===== src/rtl/controle_linha_brinquedo_pkg.sv =====
// Shared definitions for the toy production line controller:
// state codes, timer width and default station durations.
package controle_linha_brinquedo_pkg;

  localparam int unsigned TIMER_W = 4;

  // Default station durations, in ticks of the upstream time base
  localparam int unsigned T_PRENSA_PADRAO  = 2;
  localparam int unsigned T_PINTURA_PADRAO = 3;
  localparam int unsigned T_SECAGEM_PADRAO = 4;

  // Line states; code 7 is unused and recovers to ST_OCIOSO
  typedef enum logic [2:0] {
    ST_OCIOSO     = 3'd0,
    ST_ESTEIRA    = 3'd1,
    ST_PRENSA     = 3'd2,
    ST_PINTURA    = 3'd3,
    ST_SECAGEM    = 3'd4,
    ST_PRONTO     = 3'd5,
    ST_EMERGENCIA = 3'd6,
    ST_INVALIDO   = 3'd7
  } estado_t;

  // States whose duration is measured by the tick timer
  function automatic logic estado_temporizado(input estado_t e);
    return (e == ST_PRENSA) || (e == ST_PINTURA) || (e == ST_SECAGEM);
  endfunction

endpackage


===== src/rtl/temporizador_ticks.sv =====
// Loadable 4-bit down-counter advanced by the tick enable.
// fim flags the last remaining tick (value == 1).
module temporizador_ticks
  import controle_linha_brinquedo_pkg::*;
(
  input  logic               clk,
  input  logic               reset,
  input  logic               limpa,
  input  logic               carga,
  input  logic [TIMER_W-1:0] valor_carga,
  input  logic               conta,
  output logic               fim
);

  logic [TIMER_W-1:0] valor;

  // Load wins over counting, so a tick in the load cycle is not consumed
  always_ff @(posedge clk) begin
    if (reset || limpa)
      valor <= '0;
    else if (carga)
      valor <= valor_carga;
    else if (conta && (valor != '0))
      valor <= valor - 1'b1;
  end

  assign fim = (valor == TIMER_W'(1));

endmodule


===== src/rtl/controle_linha_brinquedo.sv =====
// Toy production line controller: conveyor -> press -> paint -> dry ->
// finished pulse, with emergency stop and a saturating part counter.
module controle_linha_brinquedo
  import controle_linha_brinquedo_pkg::*;
#(
  parameter int unsigned T_PRENSA  = T_PRENSA_PADRAO,
  parameter int unsigned T_PINTURA = T_PINTURA_PADRAO,
  parameter int unsigned T_SECAGEM = T_SECAGEM_PADRAO
) (
  input  logic       clk,
  input  logic       reset,
  input  logic       tick,
  input  logic       start,
  input  logic       sensor_peca,
  input  logic       parada,
  output logic       motor_esteira,
  output logic       prensa,
  output logic       pintura,
  output logic       secador,
  output logic       pronto,
  output logic       alarme,
  output logic [2:0] estado,
  output logic [7:0] contagem_pecas
);

  estado_t            estado_q, estado_d;
  logic               tmr_carga, tmr_limpa, tmr_conta, tmr_fim;
  logic [TIMER_W-1:0] tmr_valor;

  temporizador_ticks u_tmr (
    .clk         (clk),
    .reset       (reset),
    .limpa       (tmr_limpa),
    .carga       (tmr_carga),
    .valor_carga (tmr_valor),
    .conta       (tmr_conta),
    .fim         (tmr_fim)
  );

  // State register
  always_ff @(posedge clk) begin
    if (reset)
      estado_q <= ST_OCIOSO;
    else
      estado_q <= estado_d;
  end

  // Next state and timer control; emergency stop overrides every other input
  always_comb begin
    estado_d  = estado_q;
    tmr_carga = 1'b0;
    tmr_limpa = 1'b0;
    tmr_valor = '0;
    if (parada) begin
      estado_d  = ST_EMERGENCIA;
      tmr_limpa = 1'b1;
    end else begin
      case (estado_q)
        ST_OCIOSO:
          if (start) estado_d = ST_ESTEIRA;
        ST_ESTEIRA:
          if (sensor_peca) begin
            estado_d  = ST_PRENSA;
            tmr_carga = 1'b1;
            tmr_valor = TIMER_W'(T_PRENSA);
          end
        ST_PRENSA:
          if (tick && tmr_fim) begin
            estado_d  = ST_PINTURA;
            tmr_carga = 1'b1;
            tmr_valor = TIMER_W'(T_PINTURA);
          end
        ST_PINTURA:
          if (tick && tmr_fim) begin
            estado_d  = ST_SECAGEM;
            tmr_carga = 1'b1;
            tmr_valor = TIMER_W'(T_SECAGEM);
          end
        ST_SECAGEM:
          if (tick && tmr_fim) estado_d = ST_PRONTO;
        ST_PRONTO:
          estado_d = start ? ST_ESTEIRA : ST_OCIOSO;
        ST_EMERGENCIA:
          if (!start) estado_d = ST_OCIOSO;
        default:
          estado_d = ST_OCIOSO;
      endcase
    end
    // Ticks only count inside timed states and never in a load cycle
    tmr_conta = tick && estado_temporizado(estado_q) && !tmr_carga && !parada;
  end

  // Moore outputs registered from the next state so they align with estado
  always_ff @(posedge clk) begin
    if (reset) begin
      motor_esteira <= 1'b0;
      prensa        <= 1'b0;
      pintura       <= 1'b0;
      secador       <= 1'b0;
      pronto        <= 1'b0;
      alarme        <= 1'b0;
    end else begin
      motor_esteira <= (estado_d == ST_ESTEIRA);
      prensa        <= (estado_d == ST_PRENSA);
      pintura       <= (estado_d == ST_PINTURA);
      secador       <= (estado_d == ST_SECAGEM);
      pronto        <= (estado_d == ST_PRONTO);
      alarme        <= (estado_d == ST_EMERGENCIA);
    end
  end

  // Finished-part counter, bumped on entry to PRONTO, saturating at 255
  always_ff @(posedge clk) begin
    if (reset)
      contagem_pecas <= '0;
    else if ((estado_d == ST_PRONTO) && (estado_q != ST_PRONTO) &&
             (contagem_pecas != 8'hFF))
      contagem_pecas <= contagem_pecas + 8'd1;
  end

  assign estado = estado_q;

endmodule


===== config.mk =====
export PLATFORM = sky130hd
export DESIGN_NAME = controle_linha_brinquedo
export DESIGN_NICKNAME = d
export VERILOG_FILES = /design/src/rtl/controle_linha_brinquedo_pkg.sv /design/src/rtl/temporizador_ticks.sv /design/src/rtl/controle_linha_brinquedo.sv
export SDC_FILE = /design/constraint.sdc
export NUM_CORES = 1
export LEC_CHECK = 0
export ABC_AREA = 1
export CAP_MARGIN = 20
export CELL_PAD_IN_SITES_DETAIL_PLACEMENT = 0
export CELL_PAD_IN_SITES_GLOBAL_PLACEMENT = 2
export CORE_UTILIZATION = 27
export DETAILED_ROUTE_END_ITERATION = 12
export PLACE_DENSITY_LB_ADDON = 0.1
export RECOVER_POWER = 25
export SLEW_MARGIN = 20
export SYNTH_ARGS = -nofsm -noshare
export SYNTH_HDL_FRONTEND = slang
export SYNTH_SLANG_ARGS = --single-unit

===== constraint.sdc =====
create_clock -name clk -period 1.7 [get_ports clk]
set_input_delay 0.425 -clock clk [delete_from_list [all_inputs] [get_ports clk]]
set_output_delay 0.425 -clock clk [all_outputs]
set_load 0.005 [all_outputs]

==> Flow_metrics.wiki <==
{| class="wikitable"
! Metric !! Value
|-
| Initial drt markers || 52
|-
| WL final || 2724 um
|-
| Dominant delay contributor by cell family on the critical path || buffers and inverters
|-
| Final HPWL DP || 2153 um
|-
| Share of layout cells above drive strength 1 || 30.05%
|-
| Endpoint type of the worst setup path || primary output
|-
| Synth Net Count || 172
|-
| Combinational family with the most area after synthesis || simple AND/OR/NAND/NOR gates
|-
| Design Area, Final || 0.001737 sq mm
|-
| RSZ-0062 raised after global routing || true
|-
| Net count reported at finish || 223
|-
| Cell chosen for the clock root || clkbuf_8
|-
| Cell count after synthesis || 163
|-
| Power density over the cells || 594.5 mW/mm^2
|-
| Crit Path Max Fanout || 5
|-
| Share of the synthesized area in compound gates (AO/OA/AOI/OAI) || 6.793%
|-
| Fin. Hold Viols || 0
|-
| Area of the die || 0.004424 sq mm
|-
| Hold-fix buffers at CTS || 0
|-
| Fraction of synthesized area in multiplexers || 0%
|-
| Leak pwr || 0.7863 nW
|-
| Final period demand of the worst path || 1.637 ns
|-
| CP max-delay cell || clkdlybuf4s50_1
|-
| Run status || finished, final reports clean
|-
| Clock Tree Buf Depth || 2
|-
| Slew Viols, Final || 0
|-
| Transition at the pin with the smallest max-transition slack || 0.2656 ns
|-
| Initial antenna violation count || 0
|-
| Fraction of the mapped netlist area in adder cells || 3.341%
|-
| Register bit count reported by yosys || 21
|-
| Synth Area in Simple Gates || 44.10%
|-
| Final setup fails || 0
|-
| Reg-to-reg slack, setup || 0.07 ns
|-
| Type of element launching the critical path || flop
|-
| Power consumption || 1.032 mW
|-
| Final ANT Viol Nets || 0
|-
| Maximum operating frequency || 610.9 MHz
|-
| Chip Width || 66.51 um
|-
| DR vias || 1166
|-
| Critical Path, Cell by Cell || clkdlybuf4s50_1
|-
| Commonest cells after routing, fill and taps aside || nor2_1, nand2_1, buf_4
|-
| Level count of the clock H-tree || 1
|-
| Worst hold path type || reg -> reg
|-
| Critical path class || reg -> out
|-
| Number of max-capacitance violations reported || 0
|-
| Worst relative slew slack || 82.23%
|-
| Worst setup timing slack at the placement stage || -0.3915 ns
|-
| Routability congestion estimate from global placement || 0.7961
|-
| Vias in the first global route || 1091
|-
| Post-Synthesis Cell Area || 0.001124 sq mm
|-
| Worst-skew pair later-pin latency || 0.26 ns
|-
| Layout-stage area growth over the synthesis result || 54.57%
|-
| Setup clock skew after layout || 0.005719 ns
|-
| Worst vdd rail ir drop || 0.2236 mV
|-
| Post-CTS clock slew at the launch and capture registers of the worst setup and hold paths || 0.08 ns
|-
| Placed Cells incl. Taps || 257
|-
| Cell area after placement || 0.001575 sq mm
|-
| Number of buffers added by the clock tree synthesis step || 3
|-
| DR vias/cell || 4.433
|-
| Count of synthesis-stage warnings from yosys || 0
|-
| Delay of the slowest cell on the worst path || 0.53 ns
|-
| Area of the placeable core || 0.004000 sq mm
|-
| # DRC || 0
|-
| Number of cell rows || 23
|-
| Effective utilization at floorplan || 28.09%
|-
| GRT Resource Usage Total || 13.67%
|-
| Post-route insts no fill || 263
|-
| Data arrival time of the critical path || 1.21 ns
|-
| Global-route wire length before repair || 4685 um
|-
| Most common cell after layout, fill and taps aside || nor2_1
|-
| Number of buffer cells added on primary ports || 22
|-
| Fraction of the cycle the final worst path needs || 96.29%
|-
| Avg Synthesized Cell Area || 6.893 sq um
|-
| Worst Setup Slack, final || 0.06314 ns
|-
| Share of synthesized area occupied by flip-flops and latches || 37.42%
|-
| Diodes inserted || 0
|-
| Clock Sink Count || 21
|-
| CP Data Required Time || 1.27 ns
|-
| Num ports || 23
|-
| Length of the first detailed-routing pass in iterations || 5
|-
| CTS tree || done
|-
| Number of different library cells in the post-synthesis netlist || 22
|-
| Remaining global-route overflow || 0
|-
| Pin count of the biggest net entering global routing || 14
|-
| Share of the core filled with cells || 43.42%
|-
| Count of buffering cells on the critical path with inverters included || 1
|-
| Floorplan die height || 66.51 um
|-
| Parity-gate share of the synthesized area counting xor and xnor cells || 2.339%
|-
| Routed WL per cell || 10.36 um
|}
[final cells by class]
type / instances / area [sq um]
clock inverter: 1 / 7.507
clock buffer: 3 / 41.29
sequential: 21 / 431.7
inverter: 17 / 63.81
fill: 416 / 2263
tap: 50 / 62.56
multi-input combinational: 124 / 715.7
timing repair buffer: 47 / 414.1
[report_power, final]
group          internal [mW]  switching, mW
sequential             0.506         0.0106
clock                  0.165          0.173
combinational         0.0867         0.0902
total                  0.758          0.274
[state kept, by name, indices dropped and copies added (netlist names)]
register,flops
alarme,1
contagem_pecas,8
estado,3
motor_esteira,1
pintura,1
prensa,1
pronto,1
secador,1
u_tmr.valor,4
[worst register-to-register path, stage by stage (launching register included)]
cell and delay, ns:
dfxtp_1 0.38, ha_4 0.14, nand2_2 0.05, inv_2 0.06, nand2_4 0.07, nand2_4 0.07, nand3_4 0.08, nor2_4 0.13
nand3_4 0.15, nor2_4 0.20, nand3_2 0.09, nand2_2 0.08, nor2_1 0.03
[path summary, 6_finish.rpt]
check                 endpoint  depth (start not counted)         startpoint
max          contagem_pecas[4]                          1  contagem_pecas[4]
min          contagem_pecas[2]                          2  contagem_pecas[2]
max reg2reg  contagem_pecas[4]                         12     u_tmr.valor[0]
min reg2reg  contagem_pecas[2]                          2  contagem_pecas[2]
[cell families (layout without fill, tap and decap cells)]
| logic type | count (synthesis) | in the layout |
|---|---|---|
| AO/OA/AOI/OAI | 15 | 15 |
| buffers and inverters | 18 | 68 |
| flip-flops | 21 | 21 |
| adder cells (fa/ha/maj) | 3 | 3 |
| AND/OR/NAND/NOR | 103 | 103 |
| XOR/XNOR | 3 | 3 |
[synthesized netlist by cell type (all sizes together)]
master	count	area [sq um]
nand3	19	117.6
xor2	2	17.52
nor3	4	31.28
buf	1	3.750
a21oi	6	30.03
dfxtp	21	420.4
nand4	5	31.28
inv	17	63.81
nand2	35	131.4
nor2	39	177.7
o21ai	8	40.04
a31oi	1	6.260
nor4	1	6.260
ha	3	37.54
xnor2	1	8.760
[routing by layer]
layer	GRT usage, %	part of all wire, %	vias to the layer above	routed length [um]
li1	-	-	628	-
met1	18.28	51	516	1392
met2	22.32	44	20	1212
met3	2.397	3.7	2	100
met4	3.989	0.66	0	18
met5	0	0	-	0
[per-stage QoR]
step	TNS, ns	hold slack (ns)
6_report	0	0.5344
5_1_grt	-0.1321	0.5655
4_1_cts	-0.02621	0.5348
3_5_place_dp	-5.401	0.5105
3_3_place_gp	-5.150	0.5077
2_1_floorplan	0	0.4979
[what timing repair did]
item                       in CTS  in global routing
resized for setup               6                 32
pin swaps                       6                 17
setup endpoints to repair      11                 20
gates cloned                    0                  0
hold endpoints to repair        0                  0
buffers inserted                1                  1
Note: power is estimated with default switching activity, not from simulation.
